$ cat config.mk
export PLATFORM = sky130hd
export DESIGN_NAME = seven_segment_scan_driver
export DESIGN_NICKNAME = d
export VERILOG_FILES = /design/src/rtl/seven_segment_pkg.sv /design/src/rtl/seven_segment_hex_decoder.sv /design/src/rtl/seven_segment_scan_driver.sv
export SDC_FILE = /design/constraint.sdc
export NUM_CORES = 1
export LEC_CHECK = 0
export ABC_AREA = 1
export CAP_MARGIN = 20
export CORE_MARGIN = 3
export CORE_UTILIZATION = 55
export CTS_CLUSTER_SIZE = 8
export DETAILED_ROUTE_END_ITERATION = 8
export GPL_TIMING_DRIVEN = 0
export PLACE_DENSITY = 0.78
export SETUP_SLACK_MARGIN = 0.02
export SKIP_LAST_GASP = 1
export SLEW_MARGIN = 20
export SYNTH_ARGS = -nofsm -noshare
export SYNTH_HDL_FRONTEND = slang
export SYNTH_SLANG_ARGS = --single-unit
$ cat constraint.sdc
create_clock -name clk -period 2.7 [get_ports clk]
set_clock_uncertainty 0.05 [all_clocks]
set_input_delay 0.54 -clock clk [delete_from_list [all_inputs] [get_ports clk]]
set_output_delay 0.54 -clock clk [all_outputs]
set_load 0.01 [all_outputs]
$ cat src/rtl/seven_segment_pkg.sv
// seven_segment_pkg
//   Shared types and constants for the 7-segment scan driver.
//   seg_t        : segment vector {a,b,c,d,e,f,g}, bit 6 = a.
//   SEG_A..SEG_G : bit position of each segment inside seg_t.
//   SEG_MASK_ALL : every segment bit set, used for polarity inversion.
//   SEG_HEX      : 16-entry hex glyph table, index = nibble value.
//   seg_decode   : nibble -> glyph lookup.
package seven_segment_pkg;

  typedef logic [6:0] seg_t;

  localparam int SEG_A = 6;
  localparam int SEG_B = 5;
  localparam int SEG_C = 4;
  localparam int SEG_D = 3;
  localparam int SEG_E = 2;
  localparam int SEG_F = 1;
  localparam int SEG_G = 0;

  localparam seg_t SEG_MASK_ALL = seg_t'((1 << SEG_A) | (1 << SEG_B) | (1 << SEG_C) |
                                         (1 << SEG_D) | (1 << SEG_E) | (1 << SEG_F) |
                                         (1 << SEG_G));

  localparam seg_t SEG_HEX [16] = '{
    7'b1111110,  // 0
    7'b0110000,  // 1
    7'b1101101,  // 2
    7'b1111001,  // 3
    7'b0110011,  // 4
    7'b1011011,  // 5
    7'b1011111,  // 6
    7'b1110000,  // 7
    7'b1111111,  // 8
    7'b1111011,  // 9
    7'b1110111,  // A
    7'b0011111,  // b
    7'b1001110,  // C
    7'b0111101,  // d
    7'b1001111,  // E
    7'b1000111   // F
  };

  function automatic seg_t seg_decode(input logic [3:0] nibble);
    return SEG_HEX[nibble];
  endfunction

endpackage

$ cat src/rtl/seven_segment_hex_decoder.sv
// seven_segment_hex_decoder
//   Combinational hex-to-segment decoder with a dark override.
//   nibble : hex digit to show.
//   dark   : when set, all segments off regardless of nibble.
//   seg    : active-high segment pattern {a..g}.
module seven_segment_hex_decoder
  import seven_segment_pkg::*;
(
  input  logic [3:0] nibble,
  input  logic       dark,
  output seg_t       seg
);

  always_comb begin
    seg = dark ? seg_t'(0) : seg_decode(nibble);
  end

endmodule

$ cat src/rtl/seven_segment_scan_driver.sv
// seven_segment_scan_driver
//   Time-multiplexed driver for an N-digit common-electrode 7-segment
//   display. A prescaler divides clk into digit slots; each slot starts
//   with a short all-off gap to stop the previous digit ghosting into the
//   next. New content is written into a pending register and only copied
//   to the display register at a frame wrap, so a frame never mixes old
//   and new digits.
//
//   clk       : system clock, rising edge.
//   rst_n     : asynchronous active-low reset.
//   value_i   : packed hex nibbles, nibble k drives digit k (0 = rightmost).
//   dp_i      : decimal point per digit.
//   blank_i   : force digit dark (dp included).
//   lzs_i     : leading-zero suppression enable.
//   update_i  : one-cycle strobe capturing the four inputs above.
//   busy_o    : a captured update is still waiting for the frame wrap.
//   seg_o     : segments {a..g}, bit 6 = a.
//   dp_o      : decimal point.
//   dig_o     : one-hot digit enable.
//   frame_o   : one-cycle pulse at each frame start.
module seven_segment_scan_driver
  import seven_segment_pkg::*;
#(
  parameter int NUM_DIGITS     = 4,
  parameter int REFRESH_DIV    = 50000,
  parameter int BLANK_CYCLES   = 16,
  parameter int ACTIVE_LOW_SEG = 0,
  parameter int ACTIVE_LOW_DIG = 0
) (
  input  logic                    clk,
  input  logic                    rst_n,
  input  logic [4*NUM_DIGITS-1:0] value_i,
  input  logic [NUM_DIGITS-1:0]   dp_i,
  input  logic [NUM_DIGITS-1:0]   blank_i,
  input  logic                    lzs_i,
  input  logic                    update_i,
  output logic                    busy_o,
  output seg_t                    seg_o,
  output logic                    dp_o,
  output logic [NUM_DIGITS-1:0]   dig_o,
  output logic                    frame_o
);

  localparam int PW = (REFRESH_DIV > 1) ? $clog2(REFRESH_DIV) : 1;
  localparam int IW = (NUM_DIGITS > 1) ? $clog2(NUM_DIGITS) : 1;
  localparam int VW = 4 * NUM_DIGITS;

  localparam logic [PW-1:0] PRESC_LAST = PW'(REFRESH_DIV - 1);
  localparam logic [PW-1:0] BLANK_END  = PW'(BLANK_CYCLES);
  localparam logic [IW-1:0] IDX_LAST   = IW'(NUM_DIGITS - 1);

  // XOR masks turning the internal active-high view into pin polarity.
  localparam logic                  SEG_INV = (ACTIVE_LOW_SEG != 0);
  localparam seg_t                  SEG_XOR = SEG_INV ? SEG_MASK_ALL : seg_t'(0);
  localparam logic [NUM_DIGITS-1:0] DIG_XOR = (ACTIVE_LOW_DIG != 0) ?
                                              {NUM_DIGITS{1'b1}} : {NUM_DIGITS{1'b0}};

  logic [PW-1:0]         presc;
  logic [IW-1:0]         idx;

  logic [VW-1:0]         pend_value;
  logic [NUM_DIGITS-1:0] pend_dp;
  logic [NUM_DIGITS-1:0] pend_blank;
  logic                  pend_lzs;

  logic [VW-1:0]         disp_value;
  logic [NUM_DIGITS-1:0] disp_dp;
  logic [NUM_DIGITS-1:0] disp_blank;
  logic                  disp_lzs;

  logic                  tick;
  logic                  wrap;
  logic                  in_blank;
  logic [3:0]            cur_nibble;
  logic                  cur_dp;
  logic                  cur_blank;
  logic [IW-1:0]         msnz;
  logic                  dark;
  seg_t                  dec_seg;
  logic [NUM_DIGITS-1:0] dig_onehot;

  assign tick       = (presc == PRESC_LAST);
  assign wrap       = tick && (idx == IDX_LAST);
  assign in_blank   = (presc < BLANK_END);
  assign dig_onehot = NUM_DIGITS'(1) << idx;

  // Select the current digit's fields from the display register and find
  // the most-significant non-zero nibble for leading-zero suppression.
  // msnz stays 0 for an all-zero value so digit 0 always remains lit.
  always_comb begin
    cur_nibble = 4'h0;
    cur_dp     = 1'b0;
    cur_blank  = 1'b0;
    msnz       = '0;
    for (int k = 0; k < NUM_DIGITS; k++) begin
      if (idx == IW'(k)) begin
        cur_nibble = disp_value[4*k +: 4];
        cur_dp     = disp_dp[k];
        cur_blank  = disp_blank[k];
      end
      if (disp_value[4*k +: 4] != 4'h0) begin
        msnz = IW'(k);
      end
    end
  end

  assign dark = cur_blank | (disp_lzs & (idx > msnz));

  seven_segment_hex_decoder u_decoder (
    .nibble (cur_nibble),
    .dark   (dark),
    .seg    (dec_seg)
  );

  // Slot prescaler and digit index. With a single digit the index never
  // moves and every tick is a frame wrap.
  always_ff @(posedge clk or negedge rst_n) begin
    if (!rst_n) begin
      presc <= '0;
      idx   <= '0;
    end else if (tick) begin
      presc <= '0;
      idx   <= (idx == IDX_LAST) ? '0 : idx + 1'b1;
    end else begin
      presc <= presc + 1'b1;
    end
  end

  // Update handshake. The wrap copy uses the old pending contents; a strobe
  // in the same cycle refills pending, and since its assignment comes last
  // busy_o stays set for the following frame.
  always_ff @(posedge clk or negedge rst_n) begin
    if (!rst_n) begin
      pend_value <= '0;
      pend_dp    <= '0;
      pend_blank <= '0;
      pend_lzs   <= 1'b0;
      disp_value <= '0;
      disp_dp    <= '0;
      disp_blank <= '0;
      disp_lzs   <= 1'b0;
      busy_o     <= 1'b0;
    end else begin
      if (wrap) begin
        disp_value <= pend_value;
        disp_dp    <= pend_dp;
        disp_blank <= pend_blank;
        disp_lzs   <= pend_lzs;
        busy_o     <= 1'b0;
      end
      if (update_i) begin
        pend_value <= value_i;
        pend_dp    <= dp_i;
        pend_blank <= blank_i;
        pend_lzs   <= lzs_i;
        busy_o     <= 1'b1;
      end
    end
  end

  // Registered pin drivers. Segments are also forced off during the blank
  // gap so nothing is latched onto a digit while it switches.
  always_ff @(posedge clk or negedge rst_n) begin
    if (!rst_n) begin
      seg_o   <= SEG_XOR;
      dp_o    <= SEG_INV;
      dig_o   <= DIG_XOR;
      frame_o <= 1'b0;
    end else begin
      frame_o <= wrap;
      if (in_blank) begin
        seg_o <= SEG_XOR;
        dp_o  <= SEG_INV;
        dig_o <= DIG_XOR;
      end else begin
        seg_o <= dec_seg ^ SEG_XOR;
        dp_o  <= (cur_dp & ~dark) ^ SEG_INV;
        dig_o <= dig_onehot ^ DIG_XOR;
      end
    end
  end

endmodule

# Word level (Yosys, flattened, before mapping)
# Memory sizes are Yosys's and may differ from the RTL's.
# Cells that the tools add are included.
totals:
  register_bits: 82
  rom_bits: 112
  out_inout_bits: 14
  word_cells: 62
  mem_count: 1
op_classes:
  addsub: 2
  n_lt_le_gt_ge: 3
  n_eq_ne: 4
  n_shift: 1
  mux: 25
  bitwise: 5
  reduce_logical: 6
mem_list:
  columns: ["memory", "words", "width", "rd", "rd_clocked_by_memory_dff", "write_ports", "line", "text"]
  rows:
  - ["(name not given)", 16, 7, 1, 0, 0, "seven_segment_pkg.sv:44", "return SEG_HEX[nibble];"]
op_table:
  columns: ["op", "n"]
  rows:
  - ["2-to-1 mux 7 bit", 4]
  - ["2-to-1 mux 4 bit", 5]
  - ["adder 16 x 1 -> 16 bit (second input constant)", 1]
  - ["equality test 16 bit (second input constant)", 1]
  - ["< comparator 16 x 5 -> 1 bit (second input constant)", 1]
  - ["2-to-1 mux 16 bit", 1]
  - ["2-to-1 mux 1 bit", 12]
  - ["nonzero test 4 bit", 3]
  - ["2-to-1 mux 2 bit", 3]
  - [">= comparator 5 bit (second input constant)", 1]
  - ["NOT 4 -> 5 bit", 1]
  - ["equality test 2 bit (second input constant)", 2]
  - ["left shift 1 x 2 -> 4 bit (first input constant)", 1]
  - ["adder 2 x 1 -> 2 bit (second input constant)", 1]
  - ["AND 1 bit", 2]
  - ["equality test 2 x 1 -> 1 bit (second input constant)", 1]
  - ["greater-than comparator 2 bit", 1]
  - ["zero test 2 bit", 1]
  - ["nonzero test 2 bit", 1]
  - ["logical AND 1 bit", 1]
  - ["NOT 1 bit", 1]
  - ["OR 1 bit", 1]

# Longest topological paths before layout
# Gate-level depths: netlist of run 1.
logic_depth:
  ltp_word: 11
  ltp_mapped: 13

# Modules after synthesis
# From an unflattened synthesis of run 1, not the netlist that was laid out.
hier_totals:
  hier_cells: 518
  hier_area_um2: 4124.0
by_module_without_submodules:
  columns: ["mod", "n_inst", "cells_each", "area_each_um2", "seq_area_each_um2"]
  rows:
  - ["seven_segment_scan_driver", 1, 466, 3823.7, 2052.0]
  - ["seven_segment_hex_decoder", 1, 52, 300.3, 0.0]

# Least setup slack after synthesis of run 1
# Ideal clock, no wire load.
synth_timing:
  path_kind: "register to register"
  startpoint: "register idx[0]"
  endpoint: "register seg_o[5]"
  setup_ns: 0.124
  t_arrival_ns: 1.889
  path_slack_ns: 0.637
  path_stages_with_launch: 11
  n_path_buf: 1
  synth_period_minus_slack_ns: 2.063
  path_cell_list: "dfrtp_1 -> inv_1 -> ha_1 -> buf_2 -> a21oi_1 -> nand2_1 -> a21oi_1 -> inv_1 -> ha_1 -> o21ai_0 -> a21oi_1"
synth_via:
  elab_chain_len: 11
  elab_cells_between_ends: 21
  classes_between: "order compare: 1; eq/ne: 3; mux: 12; bitwise: 3; reduce/logical: 1; memory: 1"
synth_lines:
  columns: ["element", "line", "text"]
  rows:
  - ["start, declared", "seven_segment_scan_driver.sv:59", "logic [IW-1:0] idx;"]
  - ["start signal, assigned", "seven_segment_scan_driver.sv:123", "idx <= (idx == IDX_LAST) ? '0 : idx + 1'b1;"]
  - ["zero test 2 bit", "seven_segment_scan_driver.sv:96", "if (idx == IW'(k)) begin"]
  - ["2-to-1 mux 4 bit (4 in a row)", "seven_segment_scan_driver.sv:96", null]
  - ["NOT 4 -> 5 bit (not written as such)", "seven_segment_pkg.sv:44", null]
  - ["memory (16 x 7 bit)", null, null]
  - ["2-to-1 mux 7 bit (not written as such) (2 in a row)", "seven_segment_pkg.sv:44", null]
  - ["2-to-1 mux 7 bit *", "seven_segment_hex_decoder.sv:15", "seg = dark ? seg_t'(0) : seg_decode(nibble);"]
  - ["2-to-1 mux 7 bit *", "seven_segment_scan_driver.sv:171", "if (in_blank) begin"]
  - ["end signal, assigned", "seven_segment_scan_driver.sv:176", "seg_o <= dec_seg ^ SEG_XOR;"]
  - ["end, declared", "seven_segment_scan_driver.sv:38", "output seg_t seg_o,"]
# Mark *: on every way between the ends. The rest lies on a longest branch, timed or not. The select of a mux whose other input is x is not followed.
# A chain may end at the register's enable or synchronous reset.

# Worst setup path in the final report of run 1
layout_timing:
  startpoint: "register disp_value[8]"
  endpoint: "register seg_o[2]"
layout_via:
  elab_chain_len: 8
  elab_cells_between_ends: 14
  classes_between: "order compare: 1; mux: 8; bitwise: 3; reduce/logical: 1; memory: 1"
layout_lines:
  columns: ["element", "line", "text"]
  rows:
  - ["start, declared", "seven_segment_scan_driver.sv:66", "logic [VW-1:0] disp_value;"]
  - ["start signal, assigned", "seven_segment_scan_driver.sv:145", "disp_value <= pend_value;"]
  - ["2-to-1 mux 4 bit / nonzero test 4 bit (equally long branches)", "seven_segment_scan_driver.sv:96, seven_segment_scan_driver.sv:101", null]
  - ["2-to-1 mux 4 bit / 2-to-1 mux 2 bit (equally long branches)", "seven_segment_scan_driver.sv:96, seven_segment_scan_driver.sv:101", null]
  - ["NOT 4 -> 5 bit (not written as such) / 2-to-1 mux 2 bit (equally long branches)", "seven_segment_pkg.sv:44, seven_segment_scan_driver.sv:101", null]
  - ["memory (16 x 7 bit) / greater-than comparator 2 bit (equally long branches)", null, null]
  - ["2-to-1 mux 7 bit (not written as such) / AND 1 bit (equally long branches)", "seven_segment_pkg.sv:44, seven_segment_scan_driver.sv:107", null]
  - ["2-to-1 mux 7 bit (not written as such) / OR 1 bit (equally long branches)", "seven_segment_pkg.sv:44, seven_segment_scan_driver.sv:107", null]
  - ["2-to-1 mux 7 bit *", "seven_segment_hex_decoder.sv:15", null]
  - ["2-to-1 mux 7 bit *", "seven_segment_scan_driver.sv:171", null]
# Marks and branches as above.

==> impl_metrics.py, run 1 <==
metrics = {
    "outcome": {
        "run_status": "finished, final reports clean",
    },
    "die": {
        "die-area_um2": 8125,
        "fp.dieW_um": 90.14,
        "rows": 30,
        "die_h_um": 90.14,
        "start_util": 0.5700,
        "ios": 42,
        "core-area_um2": 6832,
    },
    "setup_path": {
        "critPathTopFamily": "simple AND/OR/NAND/NOR gates",
        "cp_slowest_cell": "nor4_1",
        "end_kind": "register",
        "crit_chain": "nor4_1 > and2_1 > ha_1 > inv_1 > o21bai_1 > a21boi_0 > nand2_1 > nor2_1 > o21ai_0 > nor2_1",
        "crit_fanout": 6,
        "crit_start": "disp_value[8]$_DFFE_PN0P_",
        "critical_path.startpoint_type": "register",
        "worstReg2RegStart": "disp_value[8]$_DFFE_PN0P_",
        "critPathArrivalTime_ns": 2.56,
        "slowest_delay_ns": 0.45,
        "required_ns": 2.94,
        "crit_path_frequent_cell": "nor2_1",
        "crit_type": "register to register",
        "cp_num_buf_inv": 1,
    },
    "logic_synthesis": {
        "synthTopCellsByArea": "dfrtp_1 (53%), nand2_1 (17%), inv_1 (4.4%)",
        "avgSynthCellArea_um2": 8.249,
        "synth_fp_nets": 513,
        "synth.top_cell.area_share": 0.5270,
        "synth_area_um2": 3894,
        "synth-seq-cells": 82,
        "synth-main-ff-cell": "dfrtp_1",
        "ys_async_sr_fraction": 1.000,
        "synthTopCellsByCount": "nand2_1 (173), dfrtp_1 (82), inv_1 (46), nor2_1 (33), o21ai_0 (30)",
        "yosysSeqAreaShare": 0.5270,
        "yosysWarnings": 0,
        "synth_most_common_cell": "nand2_1",
        "synth_edf_count": 0,
        "synth_cell_types": 33,
        "syn_inst": 472,
        "post-synth-top-area-cell": "dfrtp_1",
    },
    "place": {
        "place_ws_ns": 0.2833,
        "place.gp.congestion": 0.9460,
        "dp.final_hpwl_mm": 5.529,
        "dp_cells": 609,
        "io_buffers": 40,
    },
    "power_and_ir_drop": {
        "leakage_nw": 2.371,
        "p_per_area_nw_per_um2": 472.5,
        "ir_drop_mv": 0.2787,
    },
    "sta": {
        "finalHoldViolations": 0,
        "max-slew-margin-rel": 0.6049,
        "fmax_mhz": 431.0,
        "rsz0062_at_grt": "false",
        "setup_violations": 0,
        "hold_ws_ns": 0.05313,
        "period_needed_ns": 2.320,
        "min_period_over_period": 0.8593,
        "fin_ws_ns": 0.3799,
        "drv_slew": 0,
        "worstMarginPinSlew_ns": 0.5872,
    },
    "finish": {
        "diodes": 0,
        "fin_cells": 625,
        "layout-drive-gt1-share": 0.06427,
        "final_nets": 565,
        "syn_to_final_growth_pct": 18.61,
        "num-fill-cells": 600,
    },
    "global_route": {
        "grt_use_total": 0.1975,
        "grt_overflow_total": 0,
        "antenna_found_initial": 0,
        "grt_pass1_wl_mm": 13.05,
        "grt_max_degree": 55,
        "grt_pass1_vias": 3016,
    },
    "routing": {
        "remaining_drc_errors": 0,
        "drtAntennaViolNets": 0,
        "via_per_inst": 4.960,
        "top_layer": "met4",
        "drt_wl_total_mm": 7.431,
        "drt_iter0_drc": 125,
        "post_drt_wl_per_cell_um": 11.89,
        "wl_met1_mm": 3.394,
        "drtPass1Iterations": 4,
        "wl_met2_mm": 3.556,
        "wl_met3_um": 290,
        "vias": 3100,
    },
    "clock_network": {
        "cts_buffer_depth": 2,
        "tritoncts": "built",
        "clock_sinks": 82,
        "htree_num_levels": 3,
        "worstSkewPairLatency_ns": 0.35,
        "root_buffer": "clkbuf_8",
        "cts_setup_buffers": 0,
        "cts_buffers": 9,
        "cts.reportedPaths.clkPinSlew_ns": 0.09,
    },
    "min_path": {
        "hold_class": "input port to async pin",
    },
    "flow_run": {
        "drv_cap": 0,
    },
}
## metrics by stage
stage               TNS [ns]  utilization  instance area, um2  power (mW)
finish                     0       0.6760                4618       2.182
global route               0       0.6760                4618       2.278
CTS                        0       0.6755                4614       2.210
detailed placement         0       0.6498                4439       1.414
global placement     -145.11       0.6462                4414       1.406
floorplan                  0            -                3894       1.336
## report_power, final
group / internal, mW / total [mW] / switching, mW
Combinational: 0.0526 / 0.108 / 0.0555
Clock: 0.340 / 0.795 / 0.455
Sequential: 1.26 / 1.28 / 0.0191
Total: 1.65 / 2.18 / 0.530
## state kept, by name, indices dropped and copies added (netlist names)
| signal | count |
|---|---|
| disp_value | 16 |
| pend_lzs | 1 |
| pend_dp | 4 |
| dig_o | 4 |
| disp_dp | 4 |
| disp_lzs | 1 |
| dp_o | 1 |
| pend_value | 16 |
| idx | 2 |
| presc | 16 |
| seg_o | 7 |
| disp_blank | 4 |
| pend_blank | 4 |
| busy_o | 1 |
| frame_o | 1 |
## path summary, 6_finish.rpt
kind | endpoint | slack, ns | cells after the start
min reg2reg | presc[0]$_DFF_PN0_ | 0.42 | 1
max | seg_o[2]$_DFF_PN0_ | 0.38 | 10
max reg2reg | seg_o[2]$_DFF_PN0_ | 0.38 | 10
min in group clk | presc[0]$_DFF_PN0_ | 0.42 | 1
min | presc[13]$_DFF_PN0_ | 0.05 | 1
max in group asynchronous | disp_value[11]$_DFFE_PN0P_ | 1.97 | 2
## placed cells by master (no fill, tap or decap), types with 2 or more instances in the layout
cell,instances
clkinvlp_4,2
o22ai_1,2
buf_2,2
xor2_1,5
o21ai_2,4
xnor2_1,2
clkbuf_1,9
nor2_1,33
inv_6,3
buf_6,2
dfrtp_1,82
nand2_1,173
o21ai_1,3
nor4_1,3
o21ai_0,30
ha_1,13
nand3_1,18
a21oi_1,18
clkinv_2,2
clkdlybuf4s50_1,39
nor3_1,9
clkbuf_8,9
nand4_1,3
inv_1,46
## what timing repair did
action,in CTS,in global routing
setup endpoints to repair,0,2
gates resized for setup,0,1
hold buffers,0,0
## metal layers
| layer | up-vias | global-route usage |
|---|---|---|
| met1 | 1420 | 0.2436 |
| met5 | - | 0 |
| met4 | 0 | 0.09311 |
| met2 | 67 | 0.3304 |
| met3 | 19 | 0.04351 |
| li1 | 1594 | - |
## area by class of cell
type	count	area, um2	area share
clock inverter	7	51.30	0.01111
timing repair buffer	41	425.4	0.09212
multi-input combinational	328	1582	0.3425
buffer	14	81.33	0.01761
clock buffer	9	123.9	0.02682
inverter	48	182.7	0.03956
tap	96	120.1	0.02601
sequential	82	2052	0.4443
## cells by family (layout without fill, tap and decap cells)
group                      after synthesis  count (layout)  synth area share
adders and majority gates               13              13           0.04177
buffers and inverters                   62             119           0.06780
DFF                                     82              82            0.5270
and+or+nand+nor                        245             245            0.2587
AOI/OAI and AO/OA                       63              63           0.08901
xor gates and xnor gates                 7               7           0.01575
No activity file was read; power rests on OpenSTA's default activity.
==> run 2, diff against run 1 <==
--- a/config.mk
+++ b/config.mk
@@ -7,12 +7,16 @@
 export LEC_CHECK = 0
 export ABC_AREA = 1
 export CAP_MARGIN = 20
+export CELL_PAD_IN_SITES_DETAIL_PLACEMENT = 0
+export CELL_PAD_IN_SITES_GLOBAL_PLACEMENT = 1
 export CORE_MARGIN = 3
-export CORE_UTILIZATION = 55
+export CORE_UTILIZATION = 47
 export CTS_CLUSTER_SIZE = 8
 export DETAILED_ROUTE_END_ITERATION = 8
+export DONT_BUFFER_PORTS = 1
 export GPL_TIMING_DRIVEN = 0
-export PLACE_DENSITY = 0.78
+export PLACE_DENSITY_LB_ADDON = 0.1
+export RECOVER_POWER = 100
 export SETUP_SLACK_MARGIN = 0.02
 export SKIP_LAST_GASP = 1
 export SLEW_MARGIN = 20
==> run 2 against run 1 <==
The flow now finishes with violations (max-capacitance violations, max-slew violations). Cell area fell by 9.3%. Combinational power fell by 37%. Die area rose by 16%. Largest cell class unchanged.
==> impl_metrics.py, run 2 (same netlist as run 1, synthesis figures left out) <==
metrics = {
    "outcome": {
        "run_status": "finished, violations left",
        "violations": "max-capacitance violations, max-slew violations",
    },
    "place": {
        "dp.final_hpwl_mm": 5.632,
        "dp_cells": 574,
        "placed_area_um2": 4021,
        "place.gp.congestion": 0.8353,
        "io_buffers": 0,
    },
    "power_and_ir_drop": {
        "pwr-share-comb": 0.031,
        "leakage_nw": 2.193,
        "clkPwrFrac": 0.386,
        "p_per_area_nw_per_um2": 523.6,
        "ir_drop_mv": 0.2317,
        "switching_share": 0.2490,
        "p_int_mw": 1.646,
        "seqPwrFrac": 0.583,
        "p_sw_mw": 0.5459,
    },
    "setup_path": {
        "crit_fanout": 10,
        "crit_path_frequent_cell": "nand2_1",
        "crit_type": "register to register",
        "cp-endpoint": "disp_value[0]$_DFFE_PN0P_",
        "critical_path.startpoint_type": "register",
        "r2r_cells": 10,
        "worstReg2RegStart": "presc[0]$_DFF_PN0_",
        "required_ns": 2.94,
        "critPathArrivalTime_ns": 2.59,
        "r2r_end": "disp_value[0]$_DFFE_PN0P_",
        "cp_slowest_cell": "nor2_1",
        "slowest_delay_ns": 0.53,
        "crit_chain": "ha_1 > nand3_1 > inv_1 > nand3b_1 > nor2_1 > inv_4 > nor2_8 > clkbuf_2 > nand2_1 > nand2_1",
        "crit_start": "presc[0]$_DFF_PN0_",
        "rrSetupSlack_ns": 0.34,
        "end_kind": "register",
    },
    "sta": {
        "period_needed_ns": 2.357,
        "min_period_over_period": 0.8729,
        "finalHoldViolations": 0,
        "tns_ns": 0,
        "fmax_mhz": 424.3,
        "rsz0062_at_grt": "false",
        "max-slew-margin-rel": -0.3168,
        "drv_slew": 83,
        "worstMarginPinSlew_ns": 1.975,
        "setup_violations": 0,
    },
    "finish": {
        "diodes": 0,
        "stdcell_area_um2": 4187,
        "layout_commonest_cell": "nand2_1",
        "top_regs": "disp_value: 16 flops, pend_value: 16 flops, presc: 16 flops",
        "layout_common_cells": "nand2_1 (173), dfrtp_1 (82), inv_1 (46)",
        "layout-drive-gt1-share": 0.05726,
        "final_nets": 525,
        "syn_to_final_growth_pct": 7.519,
        "fin_cells": 591,
    },
    "routing": {
        "via_per_inst": 4.927,
        "post_drt_wl_per_cell_um": 13.12,
        "drt_iter0_drc": 121,
        "remaining_drc_errors": 0,
        "drt_wl_total_mm": 7.752,
        "drtAntennaViolNets": 0,
        "vias": 2912,
        "drtPass1Iterations": 4,
    },
    "die": {
        "rows": 32,
        "die_h_um": 97.02,
        "fp.dieW_um": 97.02,
        "die-area_um2": 9413,
        "core-area_um2": 7888,
        "ios": 42,
        "start_util": 0.4937,
    },
    "global_route": {
        "grt_max_degree": 83,
        "grt_pass1_vias": 2915,
        "grt_use_total": 0.1797,
        "antenna_found_initial": 0,
        "grt_pass1_wl_mm": 13.79,
        "grt_overflow_total": 0,
    },
    "flow_run": {
        "drv_cap": 1,
    },
    "clock_network": {
        "cts_setup_buffers": 0,
        "cts.reportedPaths.clkPinSlew_ns": 0.09,
        "tritoncts": "built",
        "cts_buffer_depth": 2,
        "clock_sinks": 82,
        "htree_num_levels": 3,
        "worstSkewPairLatency_ns": 0.35,
        "root_buffer": "clkbuf_8",
        "cts_buffers": 9,
    },
    "min_path": {
        "hold_class": "input port to register",
    },
}
run 2: changes by cell type in the layout (fill, tap and decap cells not counted), sizes merged:
cell / before / now
clkbuf: 18 / 22
buf: 7 / 3
clkdlybuf4s50: 39 / 0
inv: 50 / 49
run 2: how the worst min path moves through the flow:
stage	startpoint	to	slack, ns	cells past startpoint
CTS	rst_n	presc[5]$_DFF_PN0_	0.03	1
global route	dp_i[2]	pend_dp[2]$_DFFE_PN0P_	0.23	2
detailed placement	rst_n	presc[2]$_DFF_PN0_	0.20	0
floorplan	rst_n	busy_o$_DFFE_PN0P_	0.19	0
finish	dp_i[2]	pend_dp[2]$_DFFE_PN0P_	0.25	2
global placement	rst_n	presc[5]$_DFF_PN0_	0.20	0
run 2: power by group through the flow:
stage	combinational [mW]	sequential, mW	clock [mW]
2_1_floorplan	0.0380	1.30	0
4_1_cts	0.0750	1.28	0.870
5_1_grt	0.0835	1.28	0.925
3_5_place_dp	0.0462	1.30	0
6_report	0.0676	1.28	0.845
3_3_place_gp	0.0444	1.30	0
run 2: routing by layer:
metal	global-route usage	wire (um)
met3	0.03605	301
met5	0	0
met4	0.07343	163
met1	0.2431	3718
met2	0.2829	3568
run 2: stage by stage:
step	worst slack, ns	hold slack [ns]	util	total power [mW]
detailed placement	0.2648	0.1963	0.5098	1.350
floorplan	0.6370	0.1944	-	1.336
CTS	0.2340	0.03319	0.5371	2.224
global placement	0.2372	0.1967	0.5098	1.347
finish	0.3431	0.2456	0.5308	2.192
global route	0.09025	0.2338	0.5308	2.293
run 2: what timing repair did:
action,in CTS,in global routing
setup endpoints to repair,0,5
resized for setup,0,2
hold buffers,1,0
hold endpoints to repair,82,0
run 2: layout make-up:
class                           instances  area, um2
Clock inverter                          6      50.05
Timing Repair Buffer                    1      5.005
Multi-Input combinational cell        328       1562
Sequential cell                        82       2052
Tap cell                              102      127.6
Fill cell                             776       3701
Inverter                               48      182.7
Buffer                                 14      70.07
Clock buffer                           10      137.6
run 2: worst max-delay path, delay by kind of cell (launching register included):
family | cells | cell delay, ns
fa+ha+maj | 1 | 0.19
buf+inv | 3 | 0.59
flops | 1 | 0.37
simple gates | 6 | 1.10
